--- config.mk ---
export PLATFORM = sky130hd
export DESIGN_NAME = fp_encoder_pipe
export DESIGN_NICKNAME = d
export VERILOG_FILES = /design/src/rtl/fp_encoder_pipe.sv
export SDC_FILE = /design/constraint.sdc
export NUM_CORES = 1
export LEC_CHECK = 0
export ABC_CLOCK_PERIOD_IN_PS = 6500
export CAP_MARGIN = 30
export CORE_MARGIN = 2
export CORE_UTILIZATION = 25
export DETAILED_ROUTE_END_ITERATION = 16
export PLACE_DENSITY_LB_ADDON = 0.08
export SLEW_MARGIN = 20
export SYNTH_ARGS = -nofsm -noshare
export SYNTH_HDL_FRONTEND = slang
export SYNTH_SLANG_ARGS = --single-unit
--- constraint.sdc ---
create_clock -name clk -period 6.5 [get_ports clk]
set_input_delay 1.95 -clock clk [delete_from_list [all_inputs] [get_ports clk]]
set_output_delay 1.95 -clock clk [all_outputs]
set_load 0.005 [all_outputs]
--- src/rtl/fp_encoder_pipe.sv ---
// Streaming two's-complement to sign/exponent/significand encoder, 3-stage pipeline
// with global stall. Define FPENC_ROUND_EN for round-to-nearest; default build truncates.
module fp_encoder_pipe #(
    parameter int IN_W  = 12,
    parameter int EXP_W = 3,
    parameter int MAN_W = 4,
    parameter int CNT_W = 8
) (
    input  logic             clk,
    input  logic             rst,
    input  logic [IN_W-1:0]  in_data,
    input  logic             in_valid,
    output logic             in_ready,
    output logic             out_s,
    output logic [EXP_W-1:0] out_e,
    output logic [MAN_W-1:0] out_m,
    output logic             out_valid,
    input  logic             out_ready,
    output logic [CNT_W-1:0] sat_count
);
    localparam int STAGES = 3;
    localparam int MAG_W  = IN_W - 1;
    localparam int E_MAX  = (1 << EXP_W) - 1;
    localparam int SH_W   = MAG_W + MAN_W + 1;
`ifdef FPENC_ROUND_EN
    localparam logic ROUND_EN = 1'b1;
`else
    localparam logic ROUND_EN = 1'b0;
`endif

    logic                adv;
    logic [STAGES:1]     vld_pipe_d, vld_pipe_q;
    logic                s1_s_d, s1_s_q, s1_sat_d, s1_sat_q;
    logic [MAG_W-1:0]    s1_mag_d, s1_mag_q;
    logic                s2_s_d, s2_s_q, s2_sat_d, s2_sat_q, s2_r_d, s2_r_q;
    logic [EXP_W-1:0]    s2_e_d, s2_e_q;
    logic [MAN_W-1:0]    s2_m_d, s2_m_q;
    logic                out_s_d, out_s_q, out_sat_d, out_sat_q;
    logic [EXP_W-1:0]    out_e_d, out_e_q;
    logic [MAN_W-1:0]    out_m_d, out_m_q;
    logic [CNT_W-1:0]    cnt_d, cnt_q;
    int                  lead_pos, exp_raw;
    logic [SH_W-1:0]     sh;
    logic [MAN_W:0]      m_sum;

    always_comb begin
        adv        = !vld_pipe_q[STAGES] || out_ready;
        vld_pipe_d = vld_pipe_q;
        if (adv) vld_pipe_d = {vld_pipe_q[STAGES-1:1], in_valid};
    end

    // Stage 1: magnitude; the most-negative code has no positive twin and saturates.
    always_comb begin
        s1_s_d   = in_data[IN_W-1];
        s1_sat_d = 1'b0;
        if (in_data == {1'b1, {MAG_W{1'b0}}}) begin
            s1_mag_d = '1;
            s1_sat_d = 1'b1;
        end else if (in_data[IN_W-1]) begin
            s1_mag_d = ~in_data[MAG_W-1:0] + MAG_W'(1);
        end else begin
            s1_mag_d = in_data[MAG_W-1:0];
        end
    end

    // Stage 2: shift {mag,0} right by E so bit 0 is the round bit and anything
    // left above the significand means the exponent clamp was too small.
    always_comb begin
        lead_pos = 0;
        for (int i = 0; i < MAG_W; i++)
            if (s1_mag_q[i]) lead_pos = i;
        exp_raw = lead_pos - (MAN_W - 1);
        if (exp_raw < 0) exp_raw = 0;
        if (exp_raw > E_MAX) exp_raw = E_MAX;
        s2_s_d   = s1_s_q;
        s2_e_d   = EXP_W'(exp_raw);
        sh       = SH_W'({s1_mag_q, 1'b0}) >> s2_e_d;
        s2_m_d   = sh[MAN_W:1];
        s2_r_d   = sh[0] & ROUND_EN;
        s2_sat_d = s1_sat_q | (|sh[SH_W-1:MAN_W+1]);
    end

    // Stage 3: round, renormalise on carry-out, then apply saturation.
    always_comb begin
        m_sum     = {1'b0, s2_m_q} + (MAN_W+1)'(s2_r_q);
        out_s_d   = s2_s_q;
        out_e_d   = s2_e_q;
        out_m_d   = m_sum[MAN_W-1:0];
        out_sat_d = s2_sat_q;
        if (m_sum[MAN_W]) begin
            out_m_d          = '0;
            out_m_d[MAN_W-1] = 1'b1;
            if (s2_e_q == EXP_W'(E_MAX)) out_sat_d = 1'b1;
            else                         out_e_d   = s2_e_q + EXP_W'(1);
        end
        if (out_sat_d) begin
            out_e_d = EXP_W'(E_MAX);
            out_m_d = '1;
        end
    end

    always_comb begin
        cnt_d = cnt_q;
        if (vld_pipe_q[STAGES] && out_ready && out_sat_q && !(&cnt_q))
            cnt_d = cnt_q + CNT_W'(1);
    end

    always_ff @(posedge clk or posedge rst) begin
        if (rst) begin
            vld_pipe_q <= '0;
            s1_s_q     <= 1'b0;
            s1_sat_q   <= 1'b0;
            s1_mag_q   <= '0;
            s2_s_q     <= 1'b0;
            s2_sat_q   <= 1'b0;
            s2_r_q     <= 1'b0;
            s2_e_q     <= '0;
            s2_m_q     <= '0;
            out_s_q    <= 1'b0;
            out_sat_q  <= 1'b0;
            out_e_q    <= '0;
            out_m_q    <= '0;
            cnt_q      <= '0;
        end else begin
            vld_pipe_q <= vld_pipe_d;
            cnt_q      <= cnt_d;
            if (adv) begin
                s1_s_q    <= s1_s_d;
                s1_sat_q  <= s1_sat_d;
                s1_mag_q  <= s1_mag_d;
                s2_s_q    <= s2_s_d;
                s2_sat_q  <= s2_sat_d;
                s2_r_q    <= s2_r_d;
                s2_e_q    <= s2_e_d;
                s2_m_q    <= s2_m_d;
                out_s_q   <= out_s_d;
                out_sat_q <= out_sat_d;
                out_e_q   <= out_e_d;
                out_m_q   <= out_m_d;
            end
        end
    end

    assign in_ready  = adv;
    assign out_valid = vld_pipe_q[STAGES];
    assign out_s     = out_s_q;
    assign out_e     = out_e_q;
    assign out_m     = out_m_q;
    assign sat_count = cnt_q;
endmodule

After elaboration in Yosys (flattened, before gate mapping) --
Index checks and enable logic that the tools add are counted.
Operators by class: add/sub/neg operators 3, multipliers 0, div/mod/pow operators 0, magnitude comparators 2, eq/ne operators 1, shift operators 1, multiplexer cells 17, bitwise gates (word level) 2, reduce and logical (&&, ||, !) cells 8
Operators by type and width (count):
- $mux W32 | 10
- $gt A32 B4 Y1 const B | 1
- $lt A32 B1 Y1 const B | 1
- $sub A32 B3 Y32 const B | 1
- $mux W11 | 2
- $shr A12 B3 Y16 | 1
- $eq A12 B12 Y1 const B | 1
- $add A11 B1 Y11 const B | 1
- $not A11 Y11 | 1
- $reduce_or A11 Y1 | 1
- $add A8 B1 Y8 const B | 1
- $reduce_and A8 Y1 | 1
- $mux W3 | 2
- $mux W4 | 1
- $logic_and A1 B1 Y1 | 3
- $logic_not A1 Y1 | 2
- $mux W1 | 2
- $logic_or A1 B1 Y1 | 1
- $or A1 B1 Y1 | 1
Storage, ports and cells: register bits after elaboration 42, latch bits 0, RAM bits 0, memory bits (read-only) 0, output and inout bits 18, logic and storage cells 47, memories 0

Logic depth before layout (Yosys ltp) --
Gate-level depths: netlist (run 1).
depth in word-level cells 18, depth in mapped cells 11, gate-level depth less buffers 11

Worst setup path after synthesis (run 1) --
No wires, ideal clock.
path kind input to output, from input port out_ready, to output port in_ready, data arrival time 2.830 ns, data required time 4.550 ns, slack 1.720 ns, stages on the path 5, cell sequence nor2b_1 > clkbuf_1 > inv_1 > clkbuf_1 > buf_1
On the way: cells in the longest elaborated chain, start to end 1
RTL lines:
- from (decl) | RTL line 18 | input logic out_ready,
- $logic_or A1 B1 Y1 | RTL line 47 | adv = !vld_pipe_q[STAGES] || out_ready;
- to (decl) | RTL line 13 | output logic in_ready,
No other way between the ends.

Worst setup path in the final report (run 1) --
Same ends and word-level chain as after synthesis.

==> results of run 1 <==
stage by stage:
stage          utilization [%]  hold slack [ns]  cells  instance area, um^2
5_1_grt                   32.2            0.501    428                 2990
3_3_place_gp              30.8            0.449    420                 2860
4_1_cts                   32.2            0.474    428                 2990
6_report                  32.2            0.466    428                 2990
3_5_place_dp              30.8            0.455    420                 2860
2_1_floorplan                -            0.430    270                 2410
synth_stat cells, drive strengths merged (6+ instances only):
master and number:
nor3 9, clkbuf 10, nor2 25, a21oi 14, nor4 6, nand2 43, o211ai 6, o21ai 17
inv 10, dfrtp 42, xor2 10
flip-flops by register name, indices dropped and copies added, names as in the netlist:
signal	count
out_e	3
out_s_d	1
s2_sat_q	1
sat_count	8
s1_sat_q	1
s2_e_q	3
out_m	4
s1_s_q	1
out_sat_q	1
s2_m_q	4
out_s	1
s1_mag_q	11
vld_pipe_q	3
worst max path at each step:
stage	slack, ns	start	to
2_1_floorplan	1.72	out_ready	in_ready
3_3_place_gp	1.44	out_ready	in_ready
3_5_place_dp	1.47	out_ready	in_ready
4_1_cts	1.45	out_ready	in_ready
5_1_grt	1.42	out_ready	in_ready
6_report	1.46	out_ready	in_ready
cell type report:
cell class                      instances  area, um^2
Clock buffer                            5        68.8
Timing Repair Buffer                   36         353
Tap cell                              129         161
Fill cell                            1019        6290
Sequential cell                        42        1050
Clock inverter                          3        68.8
Multi-Input combinational cell        203        1250
Inverter                               10        37.5
report_power, final:
part | internal (mW) | leakage (nW) | switching, mW | total (mW)
Clock | 0.154 | 0.0683 | 0.0986 | 0.253
Combinational | 0.245 | 0.647 | 0.260 | 0.505
Sequential | 0.359 | 0.491 | 0.114 | 0.473
per-layer routing:
| metal | routed length [um] | vias up | global-route usage (%) |
|---|---|---|---|
| met2 | 2730 | 51 | 20.6 |
| met3 | 228 | 12 | 2.33 |
| met1 | 3050 | 978 | 17.4 |
| li1 | - | 1020 | - |
| met4 | 88 | 0 | 3.38 |
| met5 | 0 | - | 0 |
worst max-delay path, stage by stage:
cell and delay [ns]:
clkdlybuf4s50_1 0.50, nor2b_2 0.06, inv_1 0.08, clkdlybuf4s50_1 0.51
cells by family (layout without fill, tap and decap cells):
group / Yosys count / in the layout / share of synthesized area [%]
buf+inv: 25 / 54 / 4.57
simple gates: 107 / 107 / 22.2
fa+ha+maj: 3 / 3 / 1.56
mux: 5 / 5 / 2.18
compound gates: 73 / 73 / 20.5
flops: 42 / 42 / 43.6
xor+xnor: 15 / 15 / 5.45
==> results.tsv, run 1 <==
stage	metric	value	unit
die	overall die width	102	um
route	DRT antenna net count	0	
finish	commonest non-fill, non-tap cells in the layout	nand2_1, dfrtp_1, clkdlybuf4s50_1, nor2_1	
place	RePlAce Congestion	0.919	
clock_network	clock slew at reported path FFs	0.08	ns
power	LEAKAGE	1.21	nW
finish	Synth-to-Final Area Change	24.1	%
die	Std-Cell Rows	35	
grt	GR Overflow Total	0	
sta	fin. max-slew vios	0	
worst_setup_path	worst r2r path cells	11	
clock_network	total clock buffers created by CTS	5	
grt	global-route wire length before repair	10.5	mm
sta	actual transition at the worst max-transition pin	0.564	ns
worst_setup_path	Reg2Reg Setup Slack	3.68	ns
die	Die ar.	10400	um^2
worst_setup_path	CP arrival	3.09	ns
flow_run	maxcap violations	0	
place	IO Port Bufs	33	
clock_network	number of H-tree levels	2	
yosys	syn nets	289	
sta	total negative slack	0	ns
sta	RSZ-0062 raised after global routing	false	
power	worst vdd ir	0.139	mV
power	power per cell area	411	nW/um^2
die	I/O pin count	34	
finish	number of antenna diodes	0	
clock_network	Sink Count	42	
sta	shortest period the worst path allows	5.04	ns
yosys	Synth area leaders	dfrtp_1, nand2_1, nor2_1	
yosys	Syn Area/Cell	8.93	um^2
clock_network	clock root buffer	clkbuf_8	
sta	clk_skew	0.0110	ns
yosys	Yosys top cell by area	dfrtp_1	
worst_setup_path	Crit Path Class	in2out	
clock_network	post-CTS resize count	0	
route	First DRT Iteration DRCs	88	
yosys	Post-synth EDFFs	0	
yosys	Gate Count Post-Synth	270	
place	Setup WS pre-CTS	1.47	ns
yosys	sequential area share after synthesis	43.6	%
worst_setup_path	worst-path maximum fanout	2	
sta	final setup fails	0	
status	outcome	completed	
min_path	WHS Path Cells	2	
clock_network	Clock Path Buffers	2	
place	hpwl dp	4.34	mm
clock_network	CTS Hold Bufs	0	
min_path	HP Class	reg2reg	
yosys	Primary FF master, synth	dfrtp_1	
min_path	worst hold endpoint	out_e[1]$_DFFE_PP0P_	
sta	fin crit share	77.6	%
worst_setup_path	Worst EP required	4.55	ns
yosys	Synth Register Bits	42	
clock_network	CTS tree	done	
route	Final Routed Wirelength	6.10	mm
sta	Max Fclk	198	MHz
min_path	Worst Hold Launch	out_e[1]$_DFFE_PP0P_	
die	core area	9280	um^2
sta	Final WS setup	1.46	ns
grt	largest net degree at the start of global routing	43	
clock_network	worst-skew pair later-pin latency	0.30	ns
die	Initial Util	26.0	%
yosys	share of the synthesized area in the top cell type	43.6	%
worst_setup_path	CP Capture Type	output port	
clock_network	post-CTS setup buffers	0	
yosys	Async S/R FF share, synth	100	%
finish	NumNets Final	317	
route	Via Count	2061	
grt	vias in the first global route	2068	
sta	final hold violations	0	
yosys	Unique masters post-synth	58	
sta	Relative slew margins	62.4	%
worst_setup_path	CP Launch Type	input port	
worst_setup_path	Reg-to-Reg End	s2_m_q[1]$_DFFE_PP0P_	
route	wire per inst	14.3	um
grt	Total GRT Usage	12.7	%
grt	initial antenna violation count	0	
finish	layout cell share with drive strength beyond 1	8.03	%
route	Pre-Repair DR Iteration Count	4	
die	Die Ht	102	um
route	Residual DRC	0	
worst_setup_path	launch point of the worst reg-to-reg path	s1_mag_q[3]$_DFFE_PP0P_	
route	vias per inst	4.82	
power	total power	1.23	mW
yosys	Mapped Area	2410	um^2
yosys	synth warn	0	
No activity file was read; power rests on OpenSTA's default activity.
==> run 2, diff against run 1 <==
--- a/config.mk
+++ b/config.mk
@@ -5,7 +5,7 @@
 export SDC_FILE = /design/constraint.sdc
 export NUM_CORES = 1
 export LEC_CHECK = 0
-export ABC_CLOCK_PERIOD_IN_PS = 6500
+export ABC_CLOCK_PERIOD_IN_PS = 5200
 export CAP_MARGIN = 30
 export CORE_MARGIN = 2
 export CORE_UTILIZATION = 25
==> constraint.sdc (replaced) <==
create_clock -name clk -period 5.2 [get_ports clk]
set_input_delay 1.56 -clock clk [delete_from_list [all_inputs] [get_ports clk]]
set_output_delay 1.56 -clock clk [all_outputs]
set_load 0.005 [all_outputs]
==> results.tsv, run 2 (synthesis gave the netlist of run 1 again) <==
stage	metric	value	unit	change
clock_network	CTS Hold Bufs	0		unchanged
clock_network	post-CTS resize count	0		unchanged
sta	Relative slew margins	63.0	%	+0.59 points
sta	clk_skew	0.0150	ns	+0.00401 ns
clock_network	Sink Count	42		unchanged
sta	Max Fclk	234	MHz	
worst_setup_path	worst-path maximum fanout	2		unchanged
sta	final setup fails	0		unchanged
route	DRT antenna net count	0		unchanged
finish	commonest non-fill, non-tap cells in the layout	nand2_1, dfrtp_1, clkdlybuf4s50_1, nor2_1		
route	Final Routed Wirelength	6.11	mm	+0.20%
place	IO Port Bufs	33		unchanged
worst_setup_path	most frequent CP cell	clkdlybuf4s50_1		
route	First DRT Iteration DRCs	135		+53%
finish	Synth-to-Final Area Change	23.0	%	
route	vias per inst	4.89		+1.6%
finish	Reg with most FFs	s1_mag_q		
place	hpwl dp	4.35	mm	+0.10%
die	I/O pin count	34		unchanged
sta	actual transition at the worst max-transition pin	0.555	ns	-0.00889 ns
clock_network	CTS tree	done		
clock_network	clock slew at reported path FFs	0.08	ns	about the same
die	overall die width	102	um	unchanged
finish	layout cell share with drive strength beyond 1	7.69	%	-0.33 points
die	core area	9280	um^2	unchanged
worst_setup_path	Worst EP required	3.64	ns	-0.91 ns
power	sw frac	39.4	%	+1.0 points
worst_setup_path	CP Cell Sequence	clkdlybuf4s50_1, nor2b_2, inv_1, clkdlybuf4s50_1		
power	clock network fraction of total power	17.7	%	-2.8 points
die	Die ar.	10400	um^2	unchanged
worst_setup_path	largest stage delay on the critical path	0.52	ns	about the same
sta	final hold violations	0		unchanged
worst_setup_path	CP arrival	2.72	ns	-0.37 ns
route	Residual DRC	0		unchanged
clock_network	total clock buffers created by CTS	5		unchanged
clock_network	Clock Path Buffers	2		unchanged
worst_setup_path	CP Capture Type	output port		
clock_network	clock root buffer	clkbuf_8		
grt	GR Overflow Total	0		unchanged
power	power per cell area	500	nW/um^2	+22%
die	Die Ht	102	um	unchanged
die	Initial Util	26.0	%	unchanged
power	Comb pwr share	42.5	%	+1.5 points
power	worst vdd ir	0.131	mV	-5.6%
worst_setup_path	Buf+Inv Stages, Crit Path	3		unchanged
die	Std-Cell Rows	35		unchanged
worst_setup_path	CP Launch Type	input port		
power	total power	1.48	mW	+21%
grt	global-route wire length before repair	10.6	mm	+0.72%
route	wire per inst	14.3	um	+0.20%
grt	largest net degree at the start of global routing	43		unchanged
sta	total negative slack	0	ns	unchanged
place	RePlAce Congestion	0.895		-2.6%
sta	RSZ-0062 raised after global routing	false		
finish	max reg flops	11		unchanged
sta	fin crit share	82.3	%	
sta	shortest period the worst path allows	4.28	ns	
power	Seq pwr share	39.8	%	+1.4 points
route	Pre-Repair DR Iteration Count	5		+1
grt	vias in the first global route	2046		-1.1%
sta	fin. max-slew vios	0		unchanged
min_path	HP Class	reg2reg		
finish	NumNets Final	317		unchanged
worst_setup_path	Crit Path Class	in2out		
worst_setup_path	CP delay by family, top	buffers and inverters		
status	outcome	completed		
clock_network	worst-skew pair later-pin latency	0.30	ns	about the same
power	LEAKAGE	1.19	nW	-1.4%
grt	Total GRT Usage	12.8	%	+0.12 points
power	internal power	898	uW	+18%
route	Via Count	2094		+1.6%
power	Psw	585	uW	+24%
clock_network	post-CTS setup buffers	0		unchanged
clock_network	number of H-tree levels	2		unchanged
worst_setup_path	slowest CP cell	clkdlybuf4s50_1		
finish	number of antenna diodes	0		unchanged
grt	initial antenna violation count	0		unchanged
flow_run	maxcap violations	0		unchanged
==> run 2: cell count changes in the layout (fill, tap and decap cells not counted), sizes merged <==
cell,before,now
clkbuf,5,6
clkinv,2,1
clkinvlp,0,1
bufinv,2,1
==> run 2: final cells by class <==
type	instances	area, um^2
Clock buffer	6	72.6
Inverter	10	37.5
Multi-Input combinational cell	203	1250
Fill cell	1003	6320
Tap cell	129	161
Timing Repair Buffer	36	353
Sequential cell	42	1050
Clock inverter	2	37.5
==> run 2: worst reg2reg max path, delay by kind of cell (launching register included) <==
| kind | cells | cell delay, ns |
|---|---|---|
| AOI/OAI and AO/OA | 6 | 1.29 |
| DFF | 1 | 0.63 |
| and+or+nand+nor | 3 | 0.57 |
| adders and majority gates | 1 | 0.22 |
==> run 2: worst paths after layout <==
kind / slack [ns] / start / endpoint / cells after the start
setup / recovery: 0.92 / out_ready / in_ready / 4
hold / removal: 0.46 / vld_pipe_q[2]$_DFFE_PP0P_ / vld_pipe_q[3]$_DFFE_PP0P_ / 1
setup reg to reg: 2.37 / s1_mag_q[4]$_DFFE_PP0P_ / s2_m_q[3]$_DFFE_PP0P_ / 10
hold reg to reg: 0.46 / vld_pipe_q[2]$_DFFE_PP0P_ / vld_pipe_q[3]$_DFFE_PP0P_ / 1
max in group asynchronous: 3.12 / rst / s1_mag_q[4]$_DFFE_PP0P_ / 3
min in group asynchronous: 1.69 / rst / out_e[1]$_DFFE_PP0P_ / 3
==> run 2: power by group through the flow <==
| stage | Sequential (mW) | Combinational [mW] | Clock [mW] |
|---|---|---|---|
| 6_report | 0.590 | 0.630 | 0.262 |
| 3_5_place_dp | 0.598 | 0.636 | 0 |
| 2_1_floorplan | 0.536 | 0.447 | 0 |
| 5_1_grt | 0.617 | 0.716 | 0.288 |
| 3_3_place_gp | 0.599 | 0.639 | 0 |
| 4_1_cts | 0.592 | 0.638 | 0.273 |
==> run 2: routing by layer <==
layer	share of wire, %	vias to the layer above	track usage, %
li1	-	1023	-
met1	48	1015	17.8
met2	47	54	20.9
met3	4.0	2	2.26
met4	0.72	0	3.08
met5	0	-	0
==> run 2: per-stage QoR <==
stage / util (%) / cells / setup slack (ns) / hold slack (ns) / instance area (um^2)
after detailed placement: 30.8 / 420 / 0.935 / 0.443 / 2860
after global placement: 30.8 / 420 / 0.920 / 0.449 / 2860
after global routing: 31.9 / 428 / 0.886 / 0.488 / 2970
after floorplan: - / 270 / 1.20 / 0.430 / 2410
after CTS: 31.9 / 428 / 0.919 / 0.464 / 2970
final: 31.9 / 428 / 0.919 / 0.459 / 2970
==> run 3, diff against run 2 <==
--- a/config.mk
+++ b/config.mk
@@ -5,7 +5,7 @@
 export SDC_FILE = /design/constraint.sdc
 export NUM_CORES = 1
 export LEC_CHECK = 0
-export ABC_CLOCK_PERIOD_IN_PS = 5200
+export ABC_CLOCK_PERIOD_IN_PS = 4000
 export CAP_MARGIN = 30
 export CORE_MARGIN = 2
 export CORE_UTILIZATION = 25
==> constraint.sdc (replaced) <==
create_clock -name clk -period 4 [get_ports clk]
set_input_delay 1.2 -clock clk [delete_from_list [all_inputs] [get_ports clk]]
set_output_delay 1.2 -clock clk [all_outputs]
set_load 0.005 [all_outputs]
==> results.tsv, run 3 (synthesis gave the netlist of run 1 again) <==
stage	metric	value	unit	change
finish	Synth-to-Final Area Change	22.4	%	
route	Final Routed Wirelength	6.15	mm	+0.52%
grt	global-route wire length before repair	10.4	mm	-1.9%
status	outcome	completed		
sta	final setup fails	0		unchanged
worst_setup_path	Reg2Reg Setup Slack	1.17	ns	-1.20 ns
die	Initial Util	26.0	%	unchanged
power	worst vdd ir	0.154	mV	+17%
power	Comb pwr share	43.2	%	+0.7 points
grt	largest net degree at the start of global routing	43		unchanged
power	Seq pwr share	40.9	%	+1.1 points
place	hpwl dp	4.39	mm	+0.90%
grt	Total GRT Usage	12.6	%	-0.26 points
sta	Relative slew margins	63.3	%	+0.32 points
die	I/O pin count	34		unchanged
worst_setup_path	Worst EP required	2.80	ns	-0.84 ns
power	LEAKAGE	1.19	nW	-0.22%
clock_network	Clock Path Buffers	2		unchanged
worst_setup_path	crit path launch	out_ready		
worst_setup_path	CP arrival	2.34	ns	-0.38 ns
route	Pre-Repair DR Iteration Count	4		-1
finish	area of the multi-input gates	1250	um^2	unchanged
sta	fin crit share	88.6	%	
place	placed instance area	2860	um^2	unchanged
clock_network	CTS tree	done		
worst_setup_path	launch point of the worst reg-to-reg path	s1_mag_q[3]$_DFFE_PP0P_		
grt	vias in the first global route	1983		-3.1%
worst_setup_path	Reg-to-Reg End	s2_m_q[1]$_DFFE_PP0P_		
power	power per cell area	641	nW/um^2	+28%
clock_network	number of H-tree levels	2		unchanged
sta	total negative slack	0	ns	unchanged
flow_run	maxcap violations	0		unchanged
clock_network	clock root buffer	clkbuf_8		
route	vias per inst	4.79		-2.2%
finish	register area	1050	um^2	unchanged
finish	Fillers	1032		+2.9%
sta	shortest period the worst path allows	3.54	ns	
worst_setup_path	worst r2r path cells	11		+1
route	Residual DRC	0		unchanged
sta	Max Fclk	282	MHz	
sta	fin. max-slew vios	0		unchanged
sta	Final WS setup	0.457	ns	-0.462 ns
power	Psw	766	uW	+31%
min_path	HP Class	reg2reg		
clock_network	Sink Count	42		unchanged
clock_network	total clock buffers created by CTS	5		unchanged
clock_network	worst-skew pair later-pin latency	0.30	ns	about the same
clock_network	post-CTS resize count	0		unchanged
die	Std-Cell Rows	35		unchanged
sta	RSZ-0062 raised after global routing	false		
route	DRT antenna net count	0		unchanged
place	IO Port Bufs	33		unchanged
clock_network	post-CTS setup buffers	0		unchanged
sta	actual transition at the worst max-transition pin	0.551	ns	-0.00479 ns
sta	clk_skew	0.00385	ns	-0.0111 ns
sta	hold_ws	0.462	ns	+0.00314 ns
finish	commonest non-fill, non-tap cells in the layout	nand2_1, dfrtp_1, clkdlybuf4s50_1, nor2_1		
grt	initial antenna violation count	0		unchanged
min_path	Worst Hold Launch	vld_pipe_q[2]$_DFFE_PP0P_		
route	Via Count	2048		-2.2%
worst_setup_path	CP Launch Type	input port		
finish	fin area	2950	um^2	-0.51%
route	wire per inst	14.4	um	+0.52%
worst_setup_path	Crit Path Class	in2out		
die	overall die width	102	um	unchanged
finish	Reg with most FFs	s1_mag_q		
finish	max reg flops	11		unchanged
die	Die Ht	102	um	unchanged
place	RePlAce Congestion	0.859		-4.1%
sta	final hold violations	0		unchanged
clock_network	clock slew at reported path FFs	0.08	ns	about the same
clock_network	CTS Hold Bufs	0		unchanged
die	core area	9280	um^2	unchanged
finish	number of antenna diodes	0		unchanged
power	internal power	1.12	mW	+25%
power	sw frac	40.5	%	+1.1 points
worst_setup_path	CP Capture Type	output port		
grt	GR Overflow Total	0		unchanged
worst_setup_path	Worst Setup EP	in_ready		
finish	NumNets Final	317		unchanged
finish	layout cell share with drive strength beyond 1	7.69	%	unchanged
route	First DRT Iteration DRCs	141		+4.4%
power	clock network fraction of total power	16.0	%	-1.7 points
worst_setup_path	worst-path maximum fanout	2		unchanged
finish	fin util	31.8	%	-0.16 points
place	Setup WS pre-CTS	0.459	ns	-0.476 ns
die	Die ar.	10400	um^2	unchanged
==> run 3: changes by cell type in the layout (fill, tap and decap cells not counted) <==
cell | previous run | this run
bufinv_16 | 1 | 0
clkbuf_8 | 5 | 6
clkinvlp_4 | 1 | 0
inv_6 | 0 | 1
==> run 3: cell type report <==
type | instances | area share (%)
clock buffer | 7 | 2.93
clock inverter | 1 | 0.297
tap | 129 | 5.47
inverter | 10 | 1.27
timing repair buffer | 36 | 12.0
multi-input combinational | 203 | 42.5
sequential | 42 | 35.6
==> run 3: how the worst min path moves through the flow <==
stage	to	slack [ns]	cells past startpoint
after detailed placement	vld_pipe_q[3]$_DFFE_PP0P_	0.44	1
final	vld_pipe_q[2]$_DFFE_PP0P_	0.46	2
after global placement	vld_pipe_q[2]$_DFFE_PP0P_	0.45	2
after floorplan	vld_pipe_q[2]$_DFFE_PP0P_	0.43	2
after global routing	vld_pipe_q[3]$_DFFE_PP0P_	0.50	1
after CTS	vld_pipe_q[3]$_DFFE_PP0P_	0.47	1
==> run 3: worst max-delay path: stages <==
cell and delay (ns):
clkdlybuf4s50_1 0.51, nor2b_2 0.06, inv_1 0.08, clkdlybuf4s50_1 0.50
==> run 3: metal layers <==
layer	routed length (um)	GRT usage (%)	share of wire (%)
met1	3110	17.9	51
met2	2770	19.7	45
met3	196	2.26	3.2
met4	68	3.08	1.1
met5	0	0	0
==> run 3: stage by stage <==
stage / total power [mW] / std cells
4_1_cts: 1.91 / 428
2_1_floorplan: 1.28 / 270
6_report: 1.89 / 428
3_3_place_gp: 1.61 / 420
3_5_place_dp: 1.60 / 420
5_1_grt: 2.06 / 428
==> run 3: power groups by stage <==
| stage | Combinational (mW) | Clock [mW] | Sequential [mW] |
|---|---|---|---|
| after CTS | 0.826 | 0.313 | 0.773 |
| after detailed placement | 0.821 | 0 | 0.782 |
| after global placement | 0.829 | 0 | 0.779 |
| final | 0.816 | 0.302 | 0.772 |
| after global routing | 0.919 | 0.335 | 0.804 |
| after floorplan | 0.581 | 0 | 0.697 |
